## src/rtl/muldiv_pkg.sv

```systemverilog
// Shared definitions for the iterative multiply/divide unit: op codes and FSM states.
package muldiv_pkg;

   localparam int unsigned MD_OP_LENGTH = 3;

   typedef logic [MD_OP_LENGTH-1:0] md_op_t;

   // Codes 0 and 7 are unassigned and ignored by the unit.
   localparam md_op_t MdOpMult  = 3'd1;
   localparam md_op_t MdOpMultu = 3'd2;
   localparam md_op_t MdOpDiv   = 3'd3;
   localparam md_op_t MdOpDivu  = 3'd4;
   localparam md_op_t MdOpMthi  = 3'd5;
   localparam md_op_t MdOpMtlo  = 3'd6;

   typedef enum logic [1:0] {
      StIdle,
      StMul,
      StDiv,
      StDone
   } md_state_e;

   function automatic logic md_op_signed(input md_op_t op);
      return (op == MdOpMult) || (op == MdOpDiv);
   endfunction

endpackage

```

## src/rtl/muldiv_if.sv

```systemverilog
// Issue/result bundle between the EX stage and the multiply/divide unit.
interface muldiv_if #(
   parameter int unsigned WIDTH = 32
);
   import muldiv_pkg::*;

   logic             start_i;
   md_op_t           op_i;
   logic [WIDTH-1:0] src_a_i;
   logic [WIDTH-1:0] src_b_i;
   logic             flush_i;
   logic             busy_o;
   logic             done_o;
   logic             div_by_zero_o;
   logic [WIDTH-1:0] hi_o;
   logic [WIDTH-1:0] lo_o;

   modport master (
      output start_i, op_i, src_a_i, src_b_i, flush_i,
      input  busy_o, done_o, div_by_zero_o, hi_o, lo_o
   );

   modport slave (
      input  start_i, op_i, src_a_i, src_b_i, flush_i,
      output busy_o, done_o, div_by_zero_o, hi_o, lo_o
   );

endinterface

```

## src/rtl/muldiv_div_core.sv

```systemverilog
// Restoring divider datapath on unsigned magnitudes, one quotient bit per cycle.
// quotient/remainder reflect the state after the step performed in the current cycle.
module muldiv_div_core #(
   parameter int unsigned WIDTH = 32
) (
   input  logic             clk,
   input  logic             load,
   input  logic [WIDTH-1:0] dividend,
   input  logic [WIDTH-1:0] divisor,
   output logic [WIDTH-1:0] quotient,
   output logic [WIDTH-1:0] remainder
);

   // {partial remainder (WIDTH+1), dividend/quotient shift register (WIDTH)}
   logic [2*WIDTH:0] acc_q;
   logic [2*WIDTH:0] acc_d;
   logic [2*WIDTH:0] shifted;
   logic [WIDTH+1:0] diff;
   logic [WIDTH-1:0] divisor_q;

   always_comb begin
      shifted = acc_q << 1;
      diff    = {1'b0, shifted[2*WIDTH:WIDTH]} - {2'b00, divisor_q};
      if (diff[WIDTH+1]) begin
         acc_d = shifted;
      end else begin
         acc_d = {diff[WIDTH:0], shifted[WIDTH-1:0] | {{(WIDTH-1){1'b0}}, 1'b1}};
      end
   end

   always_ff @(posedge clk) begin
      if (load) begin
         acc_q     <= {{(WIDTH+1){1'b0}}, dividend};
         divisor_q <= divisor;
      end else begin
         acc_q     <= acc_d;
      end
   end

   assign quotient  = acc_d[WIDTH-1:0];
   assign remainder = acc_d[2*WIDTH-1:WIDTH];

endmodule

```

## src/rtl/muldiv_unit.sv

```systemverilog
// Iterative multiply/divide unit with private HI/LO; shift-add multiplier and FSM live here,
// the restoring divider datapath is in muldiv_div_core.
module muldiv_unit
   import muldiv_pkg::*;
#(
   parameter int unsigned WIDTH         = 32,
   parameter int unsigned MUL_STEP_BITS = 2
) (
   input  logic     clk,
   input  logic     rst_n,
   muldiv_if.slave  md
);

   localparam int unsigned MulSteps = WIDTH / MUL_STEP_BITS;
   localparam int unsigned CntW     = $clog2(WIDTH + 1);
   localparam int unsigned SumW     = WIDTH + MUL_STEP_BITS;

   md_state_e state_q, state_d;

   logic [WIDTH-1:0]   hi_q, hi_d;
   logic [WIDTH-1:0]   lo_q, lo_d;
   logic [WIDTH-1:0]   mcand_q, mcand_d;
   logic [2*WIDTH-1:0] prod_q, prod_d;
   logic               neg_q, neg_d;
   logic               rem_neg_q, rem_neg_d;
   logic               dbz_q, dbz_d;
   logic [CntW-1:0]    cnt_q, cnt_d;

   logic               a_neg, b_neg;
   logic [WIDTH-1:0]   a_mag, b_mag;
   logic               div_load;
   logic [WIDTH-1:0]   div_quo, div_rem;
   logic [WIDTH-1:0]   quo_res, rem_res;

   logic [SumW-1:0]    partial, msum;
   logic [2*WIDTH-1:0] prod_step, prod_res;

   always_comb begin
      a_neg = md_op_signed(md.op_i) & md.src_a_i[WIDTH-1];
      b_neg = md_op_signed(md.op_i) & md.src_b_i[WIDTH-1];
      a_mag = a_neg ? ('0 - md.src_a_i) : md.src_a_i;
      b_mag = b_neg ? ('0 - md.src_b_i) : md.src_b_i;
   end

   // Upper half accumulates mcand * next multiplier digit; the product shifts right each step.
   always_comb begin
      partial   = {{MUL_STEP_BITS{1'b0}}, mcand_q} *
                  {{WIDTH{1'b0}}, prod_q[MUL_STEP_BITS-1:0]};
      msum      = partial + {{MUL_STEP_BITS{1'b0}}, prod_q[2*WIDTH-1:WIDTH]};
      prod_step = {msum, prod_q[WIDTH-1:MUL_STEP_BITS]};
      prod_res  = neg_q ? ('0 - prod_step) : prod_step;
      quo_res   = neg_q ? ('0 - div_quo) : div_quo;
      rem_res   = rem_neg_q ? ('0 - div_rem) : div_rem;
   end

   muldiv_div_core #(
      .WIDTH (WIDTH)
   ) u_div_core (
      .clk       (clk),
      .load      (div_load),
      .dividend  (a_mag),
      .divisor   (b_mag),
      .quotient  (div_quo),
      .remainder (div_rem)
   );

   always_comb begin
      state_d   = state_q;
      hi_d      = hi_q;
      lo_d      = lo_q;
      mcand_d   = mcand_q;
      prod_d    = prod_q;
      neg_d     = neg_q;
      rem_neg_d = rem_neg_q;
      dbz_d     = 1'b0;
      cnt_d     = cnt_q;
      div_load  = 1'b0;

      if (md.flush_i) begin
         state_d = StIdle;
      end else begin
         case (state_q)
            StIdle: begin
               if (md.start_i) begin
                  case (md.op_i)
                     MdOpMthi: begin
                        hi_d    = md.src_a_i;
                        state_d = StDone;
                     end
                     MdOpMtlo: begin
                        lo_d    = md.src_a_i;
                        state_d = StDone;
                     end
                     MdOpMult, MdOpMultu: begin
                        mcand_d = a_mag;
                        prod_d  = {{WIDTH{1'b0}}, b_mag};
                        neg_d   = a_neg ^ b_neg;
                        cnt_d   = '0;
                        state_d = StMul;
                     end
                     MdOpDiv, MdOpDivu: begin
                        if (md.src_b_i == '0) begin
                           dbz_d   = 1'b1;
                           state_d = StDone;
                        end else begin
                           div_load  = 1'b1;
                           neg_d     = a_neg ^ b_neg;
                           rem_neg_d = a_neg;
                           cnt_d     = '0;
                           state_d   = StDiv;
                        end
                     end
                     default: state_d = StIdle;
                  endcase
               end
            end
            StMul: begin
               prod_d = prod_step;
               cnt_d  = cnt_q + 1'b1;
               if (cnt_q == CntW'(MulSteps - 1)) begin
                  hi_d    = prod_res[2*WIDTH-1:WIDTH];
                  lo_d    = prod_res[WIDTH-1:0];
                  state_d = StDone;
               end
            end
            StDiv: begin
               cnt_d = cnt_q + 1'b1;
               if (cnt_q == CntW'(WIDTH - 1)) begin
                  lo_d    = quo_res;
                  hi_d    = rem_res;
                  state_d = StDone;
               end
            end
            StDone:  state_d = StIdle;
            default: state_d = StIdle;
         endcase
      end
   end

   always_ff @(posedge clk) begin
      if (!rst_n) begin
         state_q   <= StIdle;
         hi_q      <= '0;
         lo_q      <= '0;
         mcand_q   <= '0;
         prod_q    <= '0;
         neg_q     <= 1'b0;
         rem_neg_q <= 1'b0;
         dbz_q     <= 1'b0;
         cnt_q     <= '0;
      end else begin
         state_q   <= state_d;
         hi_q      <= hi_d;
         lo_q      <= lo_d;
         mcand_q   <= mcand_d;
         prod_q    <= prod_d;
         neg_q     <= neg_d;
         rem_neg_q <= rem_neg_d;
         dbz_q     <= dbz_d;
         cnt_q     <= cnt_d;
      end
   end

   assign md.busy_o        = (state_q == StMul) || (state_q == StDiv);
   assign md.done_o        = (state_q == StDone);
   assign md.div_by_zero_o = (state_q == StDone) && dbz_q;
   assign md.hi_o          = hi_q;
   assign md.lo_o          = lo_q;

endmodule

```

## src/flat_wrapper.sv

```systemverilog
// flat-port wrapper written by rule: the top's interface ports become plain ports
module muldiv_unit_flat import muldiv_pkg::*;
#(
   parameter int unsigned WIDTH         = 32,
   parameter int unsigned MUL_STEP_BITS = 2
)
  (clk, rst_n, md_start_i, md_op_i, md_src_a_i, md_src_b_i, md_flush_i, md_busy_o, md_done_o, md_div_by_zero_o, md_hi_o, md_lo_o);
  muldiv_if #(.WIDTH(WIDTH)) md_i ();
  input  logic clk;
  input  logic rst_n;
  input wire logic [$bits(md_i.start_i)-1:0] md_start_i;
  input wire logic [$bits(md_i.op_i)-1:0] md_op_i;
  input wire logic [$bits(md_i.src_a_i)-1:0] md_src_a_i;
  input wire logic [$bits(md_i.src_b_i)-1:0] md_src_b_i;
  input wire logic [$bits(md_i.flush_i)-1:0] md_flush_i;
  output wire logic [$bits(md_i.busy_o)-1:0] md_busy_o;
  output wire logic [$bits(md_i.done_o)-1:0] md_done_o;
  output wire logic [$bits(md_i.div_by_zero_o)-1:0] md_div_by_zero_o;
  output wire logic [$bits(md_i.hi_o)-1:0] md_hi_o;
  output wire logic [$bits(md_i.lo_o)-1:0] md_lo_o;
  assign md_i.start_i = md_start_i;
  assign md_i.op_i = md_op_i;
  assign md_i.src_a_i = md_src_a_i;
  assign md_i.src_b_i = md_src_b_i;
  assign md_i.flush_i = md_flush_i;
  assign md_busy_o = md_i.busy_o;
  assign md_done_o = md_i.done_o;
  assign md_div_by_zero_o = md_i.div_by_zero_o;
  assign md_hi_o = md_i.hi_o;
  assign md_lo_o = md_i.lo_o;
  muldiv_unit #(.WIDTH(WIDTH), .MUL_STEP_BITS(MUL_STEP_BITS)) u_core (.clk(clk), .rst_n(rst_n), .md(md_i));
endmodule
```

## config.mk

```make
export PLATFORM = sky130hd
export DESIGN_NAME = muldiv_unit_flat
export DESIGN_NICKNAME = d
export VERILOG_FILES = /design/src/rtl/muldiv_pkg.sv /design/src/rtl/muldiv_if.sv /design/src/rtl/muldiv_div_core.sv /design/src/rtl/muldiv_unit.sv /design/src/flat_wrapper.sv
export SDC_FILE = /design/constraint.sdc
export NUM_CORES = 1
export LEC_CHECK = 0
export BUFFER_PORTS_ARGS = -buffer_cell sky130_fd_sc_hd__buf_2
export CAP_MARGIN = 25
export CELL_PAD_IN_SITES_DETAIL_PLACEMENT = 0
export CELL_PAD_IN_SITES_GLOBAL_PLACEMENT = 1
export CORE_MARGIN = 4
export CORE_UTILIZATION = 35
export CTS_CLUSTER_SIZE = 20
export DETAILED_ROUTE_END_ITERATION = 16
export PLACE_DENSITY_LB_ADDON = 0.1
export SYNTH_ARGS = -nofsm -noshare
export SYNTH_HDL_FRONTEND = slang
export SYNTH_HIERARCHICAL = 1
export SYNTH_SLANG_ARGS = --single-unit
```

## constraint.sdc

```tcl
create_clock -name clk -period 5.4 [get_ports clk]
set_input_delay 0.81 -clock clk [delete_from_list [all_inputs] [get_ports clk]]
set_output_delay 0.81 -clock clk [all_outputs]
set_load 0.02 [all_outputs]
```

==> impl_metrics.toml, run 1 <==
[run_status]
status = "finished with violations"
failed_checks = "negative setup slack"

[synth]
yosysTopAreaCellShare_pct = 23.4
syn_nets = 2681
netlist_instances = 2502
yosysSeqAreaShare_pct = 28.2
yosysWarningCount = 6
synth-edff-count = 32
synth_most_common_cell = "nor2_1"
synth.ff_latch_count = 267
yosys.cell_types.count = 98
area_contributors_post_synth = "dfxtp_1 23%, xnor2_1 6.8%, nor2_1 5.5%, a21oi_1 5.0%, edfxtp_1 4.8%"
post_synth_instance_area_sq_um = 20100
synth_largest_area_cell = "dfxtp_1"
avg_cell_area_syn_sq_um = 8.04
synthArstFlopShare_pct = 0
leading_post_synthesis_cells_by_instance_count = "297 x nor2_1, 235 x dfxtp_1, 234 x nand2_1"
synthFlopType = "dfxtp_1"

[worst_setup_path]
worstPathMaxFanout = 6
critPathBufInv = 4
cp.depth = 23
critical_path.startpoint = "u_core/u_div_core/divisor_q[1]"
regToRegEndpoint = "u_core/md.hi_o[26]"
critPathCapture = "u_core/md.hi_o[26]"
worst_r2r_startpoint = "u_core/u_div_core/divisor_q[1]"
setup.reg_to_reg.worst_slack_ns = -0.17
cp_top_family = "simple AND/OR/NAND/NOR gates"
critPathMostFrequentCell = "or3_4"
timing.critical_path.to_type = "register"
worst-setup-path-type = "reg2reg"
worstPathCellList = "inv_2 -> ha_4 -> nor2b_4 -> o31a_2 -> o31a_4 -> a21oi_4 -> o31a_4 -> o41a_4 -> o21a_4 -> inv_8 -> buf_6 -> mux2_4 -> or4_4 -> or3_4 -> buf_4 -> or4_4 -> or3_4 -> or3_4 -> o31ai_4 -> xor2_1 -> o21ai_1 -> a21oi_1 -> o41ai_2"
critPathSlowestCell = "or4_4"
crit_path_start_kind = "register"
cp_slowest_stage_delay_ns = 0.55
worst_ep_arrival_time_ns = 6.01
reg2reg_depth = 23
worstPathRequired_ns = 5.84

[clock_tree]
cts_max_path_buffers = 3
clk_pin_slew_worst_paths_ns = 0.06
clock-sinks = 267
cts.hold.buffers_added = 0
clock_insertion_delay_worst_skew_ns = 0.56
cts_buffers = 37
cts_tree = "built"
cts.root.buffer_cell = "clkbuf_16"
htree_num_levels = 2

[sta]
timing_hold_violations_final = 0
post-route-worst-setup-slack_ns = -0.169
skew_ns = 0.0210
final_count_of_negative_setup_slack_endpoints = 5
hold-worst-slack_ns = 0.452
setup_total_negative_slack_ns = -0.583
rsz0062_at_grt = "true"
timing.max_slew.rel_slack_pct = 28.3
max_freq_ghz = 0.180
finalCritPeriodShare_pct = 103
finalWorstPathRequiredPeriod_ns = 5.57
worst_slew_pin_slew_ns = 1.08
maxSlewViolCount = 0

[final_layout]
nFillCells = 5795
nets = 2874
fraction_of_layout_instances_using_a_drive_strength_above_1_pct = 20.1
postLayoutCellArea_sq_um = 24000
areaGrowthSynthToFinish_pct = 19.5

[die]
die_h_microns = 248
initial_utilization_pct = 35.5
core_sq_um = 56600
die_area_sq_um = 61400
design.portCount = 138
dieWidth_microns = 248
fp-row-count = 87

[global_route]
grt_pass1_vias = 18800
pin_count_of_the_biggest_net_entering_global_routing = 93
grt_remaining_overflow = 0
antenna_found_initial = 1
grt_util_all_layers_pct = 24.1
grt_first_pass_wirelength_microns = 115000

[place]
globalplace.congestion = 0.901
dpl_cell_area_sq_um = 22400
dp.final_hpwl_microns = 58100
io_buffers = 137

[pwr]
design_power_total_mw = 9.96
power.density_nw_per_um2 = 414
total_leakage_power_nw = 10.1
ir_worst_vdd_v = 0.000285

[drt]
viasPerCell = 5.47
first_iter_violations = 1228
route.antenna.remaining_nets = 0
wl_per_cell_microns = 21.6
first_pass_iters = 5
dr_vias = 19000
remaining_drc_errors = 0
routed_wl_microns = 75100

[min_path]
hp-class = "reg2reg"

[flow_run]
max_cap_violations = 0
==> worst min-delay path: cells and delay by family, from the launching register on <==
family / cells / cell delay [ns]
flops: 1 / 0.30
simple gates: 1 / 0.05
compound gates: 1 / 0.05
==> worst min-delay path by stage <==
| stage | start | end | slack [ns] | depth (start not counted) |
|---|---|---|---|---|
| after floorplan | u_core/prod_q[52] | u_core/prod_q[52] | 0.43 | 2 |
| after global placement | u_core/prod_q[35] | u_core/prod_q[35] | 0.44 | 2 |
| after detailed placement | u_core/prod_q[52] | u_core/prod_q[52] | 0.45 | 2 |
| after CTS | u_core/md.hi_o[15] | u_core/md.hi_o[15] | 0.46 | 2 |
| after global routing | u_core/prod_q[52] | u_core/prod_q[52] | 0.47 | 2 |
| final | u_core/prod_q[34] | u_core/prod_q[34] | 0.45 | 2 |
==> cells in the final DEF, fill, tap and decap left out, types with 33 or more instances in the layout <==
cell type and instances:
a22oi_1 35, xor2_1 66, buf_2 137, nand3_1 37, mux2i_1 66, inv_1 155, ha_1 66, buf_4 180
a211oi_1 35, nor3_1 50, a21oi_1 198, mux2_2 36, o21ai_0 79, o31ai_1 44, nor2_1 294, nand2_1 229
clkbuf_16 41, xnor2_1 155, fa_1 33, dfxtp_1 234
==> state kept, by name (all words and copies together) (netlist names) <==
register and flops:
u_core/prod_q 64, u_core/u_div_core/acc_q 64, u_core/mcand_q 32, u_core/md.hi_o 32
u_core/md.lo_o 32, u_core/u_div_core/divisor_q 32, u_core/cnt_q 6, u_core/state_q 2
u_core/dbz_q 1, u_core/neg_q 1, u_core/rem_neg_q 1
==> repair_timing <==
item | CTS | global route
buffers inserted | 12 | 3
pin swaps | 21 | 28
cloned | 0 | 0
gates resized for setup | 14 | 44
setup endpoints to repair | 8 | 21
hold endpoints to repair | 0 | 0
==> cell type report <==
class | instances | area (sq um) | area share (%)
Multi-Input combinational cell | 1905 | 13400 | 55.8
Sequential cell | 267 | 5670 | 23.6
Timing Repair Buffer | 324 | 2150 | 8.95
Clock buffer | 52 | 1100 | 4.56
Tap cell | 756 | 946 | 3.93
Inverter | 160 | 611 | 2.54
Clock inverter | 14 | 155 | 0.645
Antenna cell | 1 | 2.50 | 0.0104
==> through the flow <==
step / std cells / util, % / worst slack, ns
floorplan: 2502 / - / -0.102
global placement: 3397 / 39.6 / -0.203
detailed placement: 3397 / 39.6 / -0.283
CTS: 3475 / 42.1 / -0.238
global route: 3478 / 42.5 / -0.356
finish: 3479 / 42.5 / -0.169
==> logic make-up (layout without fill, tap and decap cells) <==
kind of cell | Yosys count | in the layout | share of synthesized area [%]
AOI/OAI and AO/OA | 630 | 630 | 21.4
xor gates and xnor gates | 223 | 223 | 9.71
adders and majority gates | 108 | 108 | 7.95
buffers and inverters | 330 | 550 | 7.02
DFF | 267 | 267 | 28.2
muxes | 118 | 118 | 6.48
other | 0 | 1 | 0
and+or+nand+nor | 826 | 826 | 19.3
==> metal layers <==
| metal | global-route usage [%] | share of wire (%) | vias up |
|---|---|---|---|
| met5 | 0 | 0.015 | - |
| met3 | 3.32 | 4.8 | 90 |
| li1 | - | - | 9203 |
| met1 | 33.5 | 47 | 9296 |
| met4 | 6.32 | 2.5 | 2 |
| met2 | 39.6 | 46 | 441 |
==> power by group <==
group          internal, mW  leakage [nW]  total, mW  switching [mW]
Sequential             2.31          2.21       2.59           0.272
Clock                  1.57         0.624       2.55           0.989
Combinational          2.19          7.24       4.82            2.63
Note: power is estimated with default switching activity, not from simulation.
==> inputs of run 2 (changes only) <==
--- a/config.mk
+++ b/config.mk
@@ -14,6 +14,7 @@
 export CTS_CLUSTER_SIZE = 20
 export DETAILED_ROUTE_END_ITERATION = 16
 export PLACE_DENSITY_LB_ADDON = 0.1
+export SKIP_LAST_GASP = 1
 export SYNTH_ARGS = -nofsm -noshare
 export SYNTH_HDL_FRONTEND = slang
 export SYNTH_HIERARCHICAL = 1
==> impl_metrics.toml, run 2 (synthesis gave the netlist of run 1 again) <==
[drt]
detail_route.wirelength.met1_microns = 34800
first_pass_iters = 6
dr_vias = 19100
route.antenna.remaining_nets = 0
viasPerCell = 5.48
first_iter_violations = 1251
topRoutingLayerUsed = "met5"
routed-wl-met3_microns = 3420
wl_per_cell_microns = 21.6
remaining_drc_errors = 0
met2RoutedLength_microns = 35000
routed_wl_microns = 75200

[sta]
rsz0062_at_grt = "true"
final_count_of_negative_setup_slack_endpoints = 6
hold-worst-slack_ns = 0.453
post-route-worst-setup-slack_ns = -0.215
setup_total_negative_slack_ns = -0.746
timing.max_slew.rel_slack_pct = 30.2
skew_ns = 0.0215
timing_hold_violations_final = 0
maxSlewViolCount = 0
worst_slew_pin_slew_ns = 1.04
finalCritPeriodShare_pct = 104
max_freq_ghz = 0.178
finalWorstPathRequiredPeriod_ns = 5.62

[final_layout]
reg.largest.list = "u_core/prod_q (64), u_core/u_div_core/acc_q (64)"
areaGrowthSynthToFinish_pct = 19.6
fraction_of_layout_instances_using_a_drive_strength_above_1_pct = 20.0
nFillCells = 5790
nets = 2875
most_frequent_cells_in_the_layout = "295 x nor2_1, 234 x dfxtp_1, 229 x nand2_1, 199 x a21oi_1, 181 x buf_4"
leading_cell_type_in_the_layout_fill_and_taps_excluded = "nor2_1"
finish.cell_count_without_fillers = 3480

[worst_setup_path]
cp_top_family = "simple AND/OR/NAND/NOR gates"
cp_slowest_stage_delay_ns = 0.55
critPathMostFrequentCell = "or3_4"
worst_ep_arrival_time_ns = 6.06
timing.critical_path.to_type = "register"
critPathSlowestCell = "or4_4"
worstPathCellList = "inv_2 -> ha_4 -> nor2b_4 -> o31a_2 -> o31a_4 -> a21oi_4 -> o31a_4 -> o41a_4 -> o21a_4 -> inv_8 -> buf_6 -> mux2_4 -> or4_4 -> or3_4 -> buf_4 -> or4_4 -> or3_4 -> or3_4 -> o31ai_4 -> xor2_1 -> o21ai_1 -> a21oi_2 -> o41ai_2"
worst-setup-path-type = "reg2reg"
crit_path_start_kind = "register"
critPathBufInv = 4
worstPathMaxFanout = 6
worstPathRequired_ns = 5.84

[flow_run]
max_cap_violations = 0

[die]
die_h_microns = 248
dieWidth_microns = 248
die_area_sq_um = 61400
initial_utilization_pct = 35.5
design.portCount = 138
core_sq_um = 56600
fp-row-count = 87

[global_route]
grt_first_pass_wirelength_microns = 115000
grt_util_all_layers_pct = 24.1
grt_remaining_overflow = 0
antenna_found_initial = 1
grt_pass1_vias = 18800
pin_count_of_the_biggest_net_entering_global_routing = 93

[clock_tree]
clock_insertion_delay_worst_skew_ns = 0.56
cts_tree = "built"
cts_max_path_buffers = 3
htree_num_levels = 2
cts.root.buffer_cell = "clkbuf_16"
clk_pin_slew_worst_paths_ns = 0.06
cts_buffers = 37
clock-sinks = 267

[pwr]
design_power_total_mw = 9.98
ir_worst_vdd_v = 0.000296
total_leakage_power_nw = 10.1
power.density_nw_per_um2 = 415

[run_status]
failed_checks = "negative setup slack"
status = "finished with violations"

[place]
dp.final_hpwl_microns = 58100
io_buffers = 137
post_place_cells = 3397
dp_slack_ns = -0.283
globalplace.congestion = 0.901

[min_path]
hp-class = "reg2reg"
## run 2: final timing paths
kind,startpoint,depth (start not counted),slack [ns],to
max reg2reg,u_core/u_div_core/divisor_q[1],23,-0.22,u_core/md.hi_o[26]
max,u_core/u_div_core/divisor_q[1],23,-0.22,u_core/md.hi_o[26]
min reg2reg,u_core/md.hi_o[15],2,0.45,u_core/md.hi_o[15]
min,u_core/md.hi_o[15],2,0.45,u_core/md.hi_o[15]
## run 2: cell type report
type	count	area, sq um	area share [%]
Multi-Input combinational cell	1905	13400	55.8
Sequential cell	267	5670	23.6
Timing Repair Buffer	325	2150	8.94
Clock buffer	52	1100	4.56
Tap cell	756	946	3.93
Inverter	160	611	2.54
Clock inverter	14	155	0.645
Antenna cell	1	2.50	0.0104
## run 2: metrics by stage
stage,cell area (sq um),util (%)
finish,24100,42.5
CTS,23800,42.1
global route,24000,42.5
global placement,22400,39.6
floorplan,20200,-
detailed placement,22400,39.6
## run 2: layer usage
layer  GRT usage, %  up-vias
met5              0        -
li1               -     9205
met3           3.32       87
met2           39.5      436
met1           33.5     9335
met4           6.32        2
## run 2: report_power, final
group | switching [mW] | internal [mW]
registers | 0.272 | 2.31
logic | 2.65 | 2.18
clock network | 0.992 | 1.57
total | 3.91 | 6.06
## run 2: what timing repair did
item	4_1_cts	5_1_grt
cloned	0	0
endpoints found under the setup margin	8	21
pin swaps	21	22
setup buffers	12	4
hold buffers	0	0
gates resized for setup	13	42
## run 2: worst register-to-register path, delay by kind of cell (launching register included)
kind	cells	cell delay [ns]
simple gates	6	2.23
fa+ha+maj	1	0.25
flops	1	0.34
compound gates	10	1.94
mux	1	0.29
buf+inv	4	0.38
xor+xnor	1	0.09
